File: src/rtl/des_nic_output_block.sv
// Transmit stage of the DES NIC: captures engine result, key and header, then sends a
// 5-flit packet under link credit flow control. Optional sticky error flag: DES_NIC_OUTPUT_ERROR_EN.
module des_nic_output_block #(
  parameter int CHANNEL_WIDTH = 32,
  parameter int DATA_FLITS    = 4,
  parameter int BUFFER_DEPTH  = 5
) (
  input  logic                     clk,
  input  logic                     reset,
  input  logic [63:0]              ciphertext_din,
  input  logic [63:0]              key_din,
  input  logic [CHANNEL_WIDTH-3:0] header_flit_din,
  input  logic                     done_strobe_din,
  input  logic                     credit_in_din,
  output logic [CHANNEL_WIDTH-1:0] output_channel_dout,
  output logic                     zero_credits_dout,
`ifdef DES_NIC_OUTPUT_ERROR_EN
  output logic                     error_dout,
`endif
  output logic                     busy_dout
);

  localparam int PACKET_FLITS = DATA_FLITS + 1;
  localparam int DATA_W       = DATA_FLITS * CHANNEL_WIDTH;
  localparam int HDR_W        = CHANNEL_WIDTH - 2;
  localparam int CNT_W        = $clog2(BUFFER_DEPTH + 1);
  localparam int FLIT_W       = $clog2(PACKET_FLITS);

  localparam logic [CNT_W-1:0]  PKT_CNT   = CNT_W'(PACKET_FLITS);
  localparam logic [CNT_W-1:0]  BUF_CNT   = CNT_W'(BUFFER_DEPTH);
  localparam logic [FLIT_W-1:0] LAST_FLIT = FLIT_W'(PACKET_FLITS - 1);

  typedef enum logic [1:0] {
    ST_IDLE = 2'd0,
    ST_WAIT = 2'd1,
    ST_SEND = 2'd2
  } state_t;

  state_t                   state_r, state_next_s;
  logic [FLIT_W-1:0]        flit_r, flit_next_s;
  logic [CNT_W-1:0]         credit_r;
  logic [DATA_W-1:0]        hold_data_r;
  logic [HDR_W-1:0]         hold_hdr_r;
  logic [DATA_W-1:0]        data_in_s;
  logic [HDR_W-1:0]         hdr_src_s;
  logic [CHANNEL_WIDTH-1:0] out_r, out_next_s;
  logic                     busy_r, busy_next_s;
  logic                     accept_s;
  logic                     credits_ok_s;
  logic                     credit_dec_s;

  // Flit 0 is the header with the valid and processed flags set; flits 1.. are raw data words, MSW first.
  function automatic logic [CHANNEL_WIDTH-1:0] flit_sel(
    input logic [FLIT_W-1:0] idx,
    input logic [DATA_W-1:0] data,
    input logic [HDR_W-1:0]  hdr
  );
    logic [CHANNEL_WIDTH-1:0] f;
    f = {CHANNEL_WIDTH{1'b0}};
    if (idx == {FLIT_W{1'b0}}) begin
      f = {2'b11, hdr};
    end else begin
      for (int i = 0; i < DATA_FLITS; i++) begin
        if (idx == FLIT_W'(i + 1)) begin
          f = data[DATA_W-1-i*CHANNEL_WIDTH -: CHANNEL_WIDTH];
        end else begin
          f = f;
        end
      end
    end
    return f;
  endfunction

  assign data_in_s    = {ciphertext_din, key_din};
  assign accept_s     = done_strobe_din & ~busy_r;
  assign credits_ok_s = (credit_r >= PKT_CNT);
  assign credit_dec_s = (state_r == ST_SEND);

  // FSM state and flit counter register
  always_ff @(posedge clk or negedge reset) begin
    if (!reset) begin
      state_r <= ST_IDLE;
      flit_r  <= {FLIT_W{1'b0}};
    end else begin
      state_r <= state_next_s;
      flit_r  <= flit_next_s;
    end
  end

  // Next-state logic
  always_comb begin
    state_next_s = state_r;
    flit_next_s  = flit_r;
    case (state_r)
      ST_IDLE: begin
        if (accept_s) begin
          state_next_s = credits_ok_s ? ST_SEND : ST_WAIT;
          flit_next_s  = {FLIT_W{1'b0}};
        end else begin
          state_next_s = ST_IDLE;
        end
      end
      ST_WAIT: begin
        if (credits_ok_s) begin
          state_next_s = ST_SEND;
          flit_next_s  = {FLIT_W{1'b0}};
        end else begin
          state_next_s = ST_WAIT;
        end
      end
      ST_SEND: begin
        if (flit_r == LAST_FLIT) begin
          state_next_s = ST_IDLE;
          flit_next_s  = {FLIT_W{1'b0}};
        end else begin
          flit_next_s  = flit_r + {{(FLIT_W-1){1'b0}}, 1'b1};
        end
      end
      default: begin
        state_next_s = ST_IDLE;
        flit_next_s  = {FLIT_W{1'b0}};
      end
    endcase
  end

  // Output logic: the header of a packet launched straight from IDLE comes from the inputs,
  // because the holding register only loads on that same edge.
  always_comb begin
    out_next_s  = {CHANNEL_WIDTH{1'b0}};
    busy_next_s = (state_next_s != ST_IDLE);
    hdr_src_s   = hold_hdr_r;
    if (state_r == ST_IDLE) begin
      hdr_src_s = header_flit_din;
    end else begin
      hdr_src_s = hold_hdr_r;
    end
    case (state_next_s)
      ST_SEND: out_next_s = flit_sel(flit_next_s, hold_data_r, hdr_src_s);
      default: out_next_s = {CHANNEL_WIDTH{1'b0}};
    endcase
  end

  // Registered outputs
  always_ff @(posedge clk or negedge reset) begin
    if (!reset) begin
      out_r  <= {CHANNEL_WIDTH{1'b0}};
      busy_r <= 1'b0;
    end else begin
      out_r  <= out_next_s;
      busy_r <= busy_next_s;
    end
  end

  // Holding register: captures one packet per accepted strobe
  always_ff @(posedge clk or negedge reset) begin
    if (!reset) begin
      hold_data_r <= {DATA_W{1'b0}};
      hold_hdr_r  <= {HDR_W{1'b0}};
    end else if (accept_s) begin
      hold_data_r <= data_in_s;
      hold_hdr_r  <= header_flit_din;
    end else begin
      hold_data_r <= hold_data_r;
      hold_hdr_r  <= hold_hdr_r;
    end
  end

  // Credit counter: simultaneous return and send cancel; returns saturate at the buffer depth
  always_ff @(posedge clk or negedge reset) begin
    if (!reset) begin
      credit_r <= BUF_CNT;
    end else if (credit_in_din && !credit_dec_s) begin
      credit_r <= (credit_r == BUF_CNT) ? credit_r : credit_r + {{(CNT_W-1){1'b0}}, 1'b1};
    end else if (!credit_in_din && credit_dec_s) begin
      credit_r <= (credit_r == {CNT_W{1'b0}}) ? credit_r : credit_r - {{(CNT_W-1){1'b0}}, 1'b1};
    end else begin
      credit_r <= credit_r;
    end
  end

`ifdef DES_NIC_OUTPUT_ERROR_EN
  logic error_r;

  // Sticky protocol error: credit overflow or strobe while busy
  always_ff @(posedge clk or negedge reset) begin
    if (!reset) begin
      error_r <= 1'b0;
    end else if ((credit_in_din && (credit_r == BUF_CNT)) || (done_strobe_din && busy_r)) begin
      error_r <= 1'b1;
    end else begin
      error_r <= error_r;
    end
  end

  assign error_dout = error_r;
`endif

  assign output_channel_dout = out_r;
  assign busy_dout           = busy_r;
  assign zero_credits_dout   = (credit_r < PKT_CNT);

endmodule

File: config.mk
export PLATFORM = sky130hd
export DESIGN_NAME = des_nic_output_block
export DESIGN_NICKNAME = d
export VERILOG_FILES = /design/src/rtl/des_nic_output_block.sv
export SDC_FILE = /design/constraint.sdc
export NUM_CORES = 1
export LEC_CHECK = 0
export CORE_UTILIZATION = 40
export DETAILED_ROUTE_END_ITERATION = 12
export GPL_TIMING_DRIVEN = 0
export HOLD_SLACK_MARGIN = 0.03
export MAX_ROUTING_LAYER = met4
export PLACE_DENSITY = 0.65
export SLEW_MARGIN = 20
export SYNTH_ARGS = -nofsm -noshare
export SYNTH_HDL_FRONTEND = slang
export SYNTH_SLANG_ARGS = --single-unit
File: constraint.sdc
create_clock -name clk -period 6 [get_ports clk]
set_input_delay 1.2 -clock clk [delete_from_list [all_inputs] [get_ports clk]]
set_output_delay 1.2 -clock clk [all_outputs]
set_load 0.01 [all_outputs]
# == Yosys cells after proc, flatten, opt, wreduce, memory -nomap -nowiden ==
# Index checks and enable logic that the tools add are counted.
# totals
reg_bits,199
input_bits,162
out_inout_bits,34
# classes
add_sub_neg,3
n_lt_le_gt_ge,2
n_eq_ne,11
mux,19
bitwise,2
reduce_logical,10
# ops
operator,count
$mux W32,6
$mux W30,1
$mux W3,7
$eq A3 B3 Y1 const B,3
$pmux W3 S3,1
$add A3 B1 Y3 const B,2
$eq A3 B2 Y1 const B,2
$logic_not A3 Y1,2
$mux W2,3
$pmux W2 S3,1
$eq A2 B2 Y1 const B,2
$ne A2 B2 Y1 const B,2
$reduce_bool A2 Y1,2
$eq A3 B1 Y1 const B,1
$ge A3 B3 Y1 const B,1
$lt A3 B3 Y1 const B,1
$reduce_and A3 Y1,1
$sub A3 B1 Y3 const B,1
$eq A2 B1 Y1 const B,1
$logic_and A1 B1 Y1,2
$logic_not A1 Y1,2
$logic_not A2 Y1,1
$and A1 B1 Y1,1
$not A1 Y1,1

# == Depth between registers and ports, before layout ==
# Gate-level depths: netlist of run 1.
# logic_depth
word_depth,11
mapped_depth,11
depth_no_buf,9

# == Worst setup path after synthesis of run 1 ==
# No wires, ideal clock.
# synth_timing
path_kind,input to register
from,input credit_in_din
to,register credit_r[2]
t_arrival_ns,2.669
setup_slack_ns,3.242
path_stages,8
cell_sequence,ha_1 -> clkbuf_1 -> inv_1 -> fa_1 -> or2_2 -> a21oi_1 -> nor2_1 -> a211oi_1
# synth_between
elab_chain_len,4
# synth_lines
item,line_no,text
from (decl),14,"input logic credit_in_din,"
$logic_not A1 Y1,174,end else if (!credit_in_din && credit_dec_s) begin
$logic_and A1 B1 Y1,174,
$reduce_bool A2 Y1 (no line),n/a,
$reduce_and A3 Y1 (no line),n/a,
to (signal assigned),173,"credit_r <= (credit_r == BUF_CNT) ? credit_r : credit_r + {{(CNT_W-1){1'b0}}, 1'b1};"
to (signal assigned),175,"credit_r <= (credit_r == {CNT_W{1'b0}}) ? credit_r : credit_r - {{(CNT_W-1){1'b0}}, 1'b1};"
to (signal assigned),177,credit_r <= credit_r;
to (decl),41,logic [CNT_W-1:0] credit_r;
# Several ways; a longest one is shown, not always the timed one.
# A chain may end at the register's enable or synchronous reset.

# == Worst setup path after layout of run 1 ==
# layout_timing
from,input done_strobe_din
to,register out_r[25] (netlist: output_channel_dout[25])
# layout_between
elab_chain_len,10
# layout_lines
item,line_no,text
from (decl),13,"input logic done_strobe_din,"
$and A1 B1 Y1 *,75,assign accept_s = done_strobe_din & ~busy_r;
$mux W3,96,if (accept_s) begin
$pmux W3 S3,94,case (state_r)
$eq A3 B1 Y1,64,if (idx == FLIT_W'(i + 1)) begin
$mux W32 (4 in series),64,
$mux W32,60,if (idx == {FLIT_W{1'b0}}) begin
$mux W32 *,137,case (state_next_s)
net out_next_s[25],46,"logic [CHANNEL_WIDTH-1:0] out_r, out_next_s;"
to (signal assigned),146,out_r <= {CHANNEL_WIDTH{1'b0}};
to (signal assigned),149,out_r <= out_next_s;
to (decl),46,
# Mark *: on every way through the listed nets, which the timed path passes. The rest lies on a longest branch.

==> impl_metrics.toml, run 1 <==
[cts]
cts_buffers = 17
cts_tree = "yes"
postCtsSetupRepairBufs = 0
htree_levels = 4
clkTransAtPathRegs_ns = 0.07
clk_latency_ns = 0.44
cts_sinks = 199
cts-resized-gates = 0
cts_hold_buffers = 0
clock_path_buffers = 2
cts.root.buffer_cell = "clkbuf_16"

[finish]
layout.cells.most_common_list = "447 x nand2_1, 197 x dfrtp_1, 194 x clkdlybuf4s50_1, 64 x clkbuf_1"
final_common_cell = "nand2_1"
fillers = 2123
nets = 1424
final-seq-area_um2 = 4980
area_growth_pct = 31.8
stdcell_area_um2 = 12100
n_antenna_cell = 0
multi_input_area_um2 = 3720
fin_cells = 1556
final_layout_size_suffix_gt1_share_pct = 5.35

[pwr]
p_per_area_nw_per_um2 = 543
vdd.ir_drop.worst_uv = 234
leakagePower_uw = 0.00566
fin_total_pwr_uw = 6590

[synthesis]
avgSynthCellArea_um2 = 8.84
ys.flop_type = "dfrtp_1"
syn_nets = 1208
netlist_instances = 1042
synthesis.area_um2 = 9210
seq_area_frac_synth_pct = 54.1
synth_edf_count = 0
yosys_warnings = 0
async_flop_share_pct = 100
ys_types = 43
synth_seq_cells = 199

[worst_setup_path]
crit_arrival_ns = 3.68
r2r_cells = 9
reg2reg_to = "output_channel_dout[25]"
reg2reg_slack_ns = 3.02
crit_path_start_kind = "input port"
worstPathMaxFanout = 10
critPathKind = "input port to register"
cp.required_ns = 6.33
reg2reg_from = "flit_r[1]"
cp-end-kind = "register"

[floorplan]
core-area_um2 = 22600
die_w_um = 154
pin_count = 196
die_area_um2 = 23600
rows = 55
start_util_pct = 40.7
die_h_um = 154

[run]
maxCapViolCount = 0

[drt]
drt_pass1_iterations = 7
route.detailed.drc = 0
vias_per_cell = 5.38
drt_iter0_drc = 754
ant_nets = 0
wl_um = 29400
routed-via-count = 8375
wl_per_cell_um = 18.9

[grt]
antenna_found_initial = 0
grt_max_degree = 69
grt_pass1_wl_um = 46400
grt_overflow_total = 0
grt_use_total_pct = 26.5
grt_pass1_vias = 8385

[sta]
finClkSkew_ns = 0.0100
timing.hold.ws_ns = 0.473
layout_min_cycle_time_ns = 3.35
worst_pin_slew_ns = 0.736
slew_viol_final = 0
setup_viol = 0
slew-limit-headroom_pct = 50.9
max_freq_mhz = 298
rsz0062_at_grt = "no"
finalCritPeriodShare_pct = 55.9
hold_viol = 0

[place]
postPlaceCellArea_um2 = 11600
placed_cells = 1524
io_buffers = 195
gp_congestion = 0.877
dp_hpwl_um = 20700

[hold_path]
hp-start = "hold_hdr_r[17]"
hold_depth = 2
whs_endpoint = "hold_hdr_r[17]"
hp-class = "register to register"

[outcome]
status = "finished, final reports clean"
cell usage after synthesis (4+ instances only):
master    count  area share, %
a222oi_1     29            3.2
a32o_1       30            3.3
a31oi_1       4           0.27
buf_2        15           0.81
inv_2         4           0.16
nor2_1       10           0.41
o211ai_1     60            4.9
buf_1         5           0.20
clkbuf_1     63            2.6
nand3_1       5           0.27
inv_1        36            1.5
o21ai_0      60            3.3
buf_4         4           0.33
a211o_1      29            2.8
nand2_1     447             18
dfrtp_1     197             54
nor3_1        5           0.27
logic make-up after synthesis:
logic type      count (synthesis)  share of synthesized area, %
buf+inv                       127                          5.54
flops                         199                          54.1
simple gates                  478                          20.0
fa+ha+maj                       4                         0.625
compound gates                229                          19.1
mux                             5                         0.570
worst max-delay path by stage:
stage | from | end | slack [ns] | cells past startpoint
floorplan | credit_in_din | credit_r[2] | 3.24 | 8
CTS | done_strobe_din | output_channel_dout[9] | 2.69 | 8
detailed placement | done_strobe_din | output_channel_dout[9] | 2.20 | 8
global route | done_strobe_din | output_channel_dout[25] | 2.53 | 8
global placement | reset | output_channel_dout[16] | -4.85 | 1
finish | done_strobe_din | output_channel_dout[25] | 2.65 | 8
metal layers:
layer / wire, µm / GRT usage [%] / part of all wire [%]
met2: 13500 / 40.1 / 46
met4: 655 / 9.10 / 2.2
met3: 1960 / 5.13 / 6.7
met5: 0 / - / 0
met1: 13300 / 35.8 / 45
power by group:
| group | switching, µW | internal (µW) |
|---|---|---|
| logic | 1960 | 1240 |
| registers | 299 | 1960 |
| clock network | 548 | 585 |
| total | 2810 | 3790 |
registers in the layout (all words and copies together) (netlist names):
register	cells
flit_r	3
hold_hdr_r	30
busy_dout	1
output_channel_dout	32
credit_r	3
state_r	2
hold_data_r	128
metrics by stage:
step | utilization (%) | worst slack, ns | setup TNS [ns]
final | 53.6 | 2.65 | 0
after global placement | 50.9 | -4.85 | -956.27
after floorplan | - | 3.24 | 0
after detailed placement | 51.2 | 2.20 | 0
after CTS | 53.6 | 2.69 | 0
after global routing | 53.6 | 2.53 | 0
area by class of cell:
cell class / count / area share [%]
inverters: 40 / 1.24
multi-input cells: 716 / 30.6
well taps: 285 / 2.94
plain buffers: 87 / 2.97
flip-flops and latches: 199 / 41.0
clock inverters: 14 / 1.10
clock buffers: 18 / 3.53
repair buffers: 197 / 16.6
critical path: stages:
cell	delay (ns)
clkdlybuf4s50_1	0.53
nor2b_1	0.14
buf_2	0.28
o21ai_2	0.15
a21boi_4	0.29
clkbuf_1	0.56
o211ai_1	0.22
a32o_1	0.30
Power figures use the tool's default switching activity.
==> run 2, diff against run 1 <==
- clock period: 6 -> 3.4 ns (I/O delays scaled with it)
==> results of run 2 <==
The final DEF is identical to that of run 1. Status: finished, final reports clean.
Main changes from that run: setup slack after placement 2.20 ns -> 0.125 ns; setup slack after layout 2.65 ns -> 0.420 ns; hold slack 0.473 ns -> 0.178 ns; start point of the critical path done_strobe_din -> flit_r[1]; register-to-register setup slack 3.02 ns -> 0.42 ns; total power 6590 µW -> 11600 µW; worst IR drop on VDD 234 µV -> 413 µV
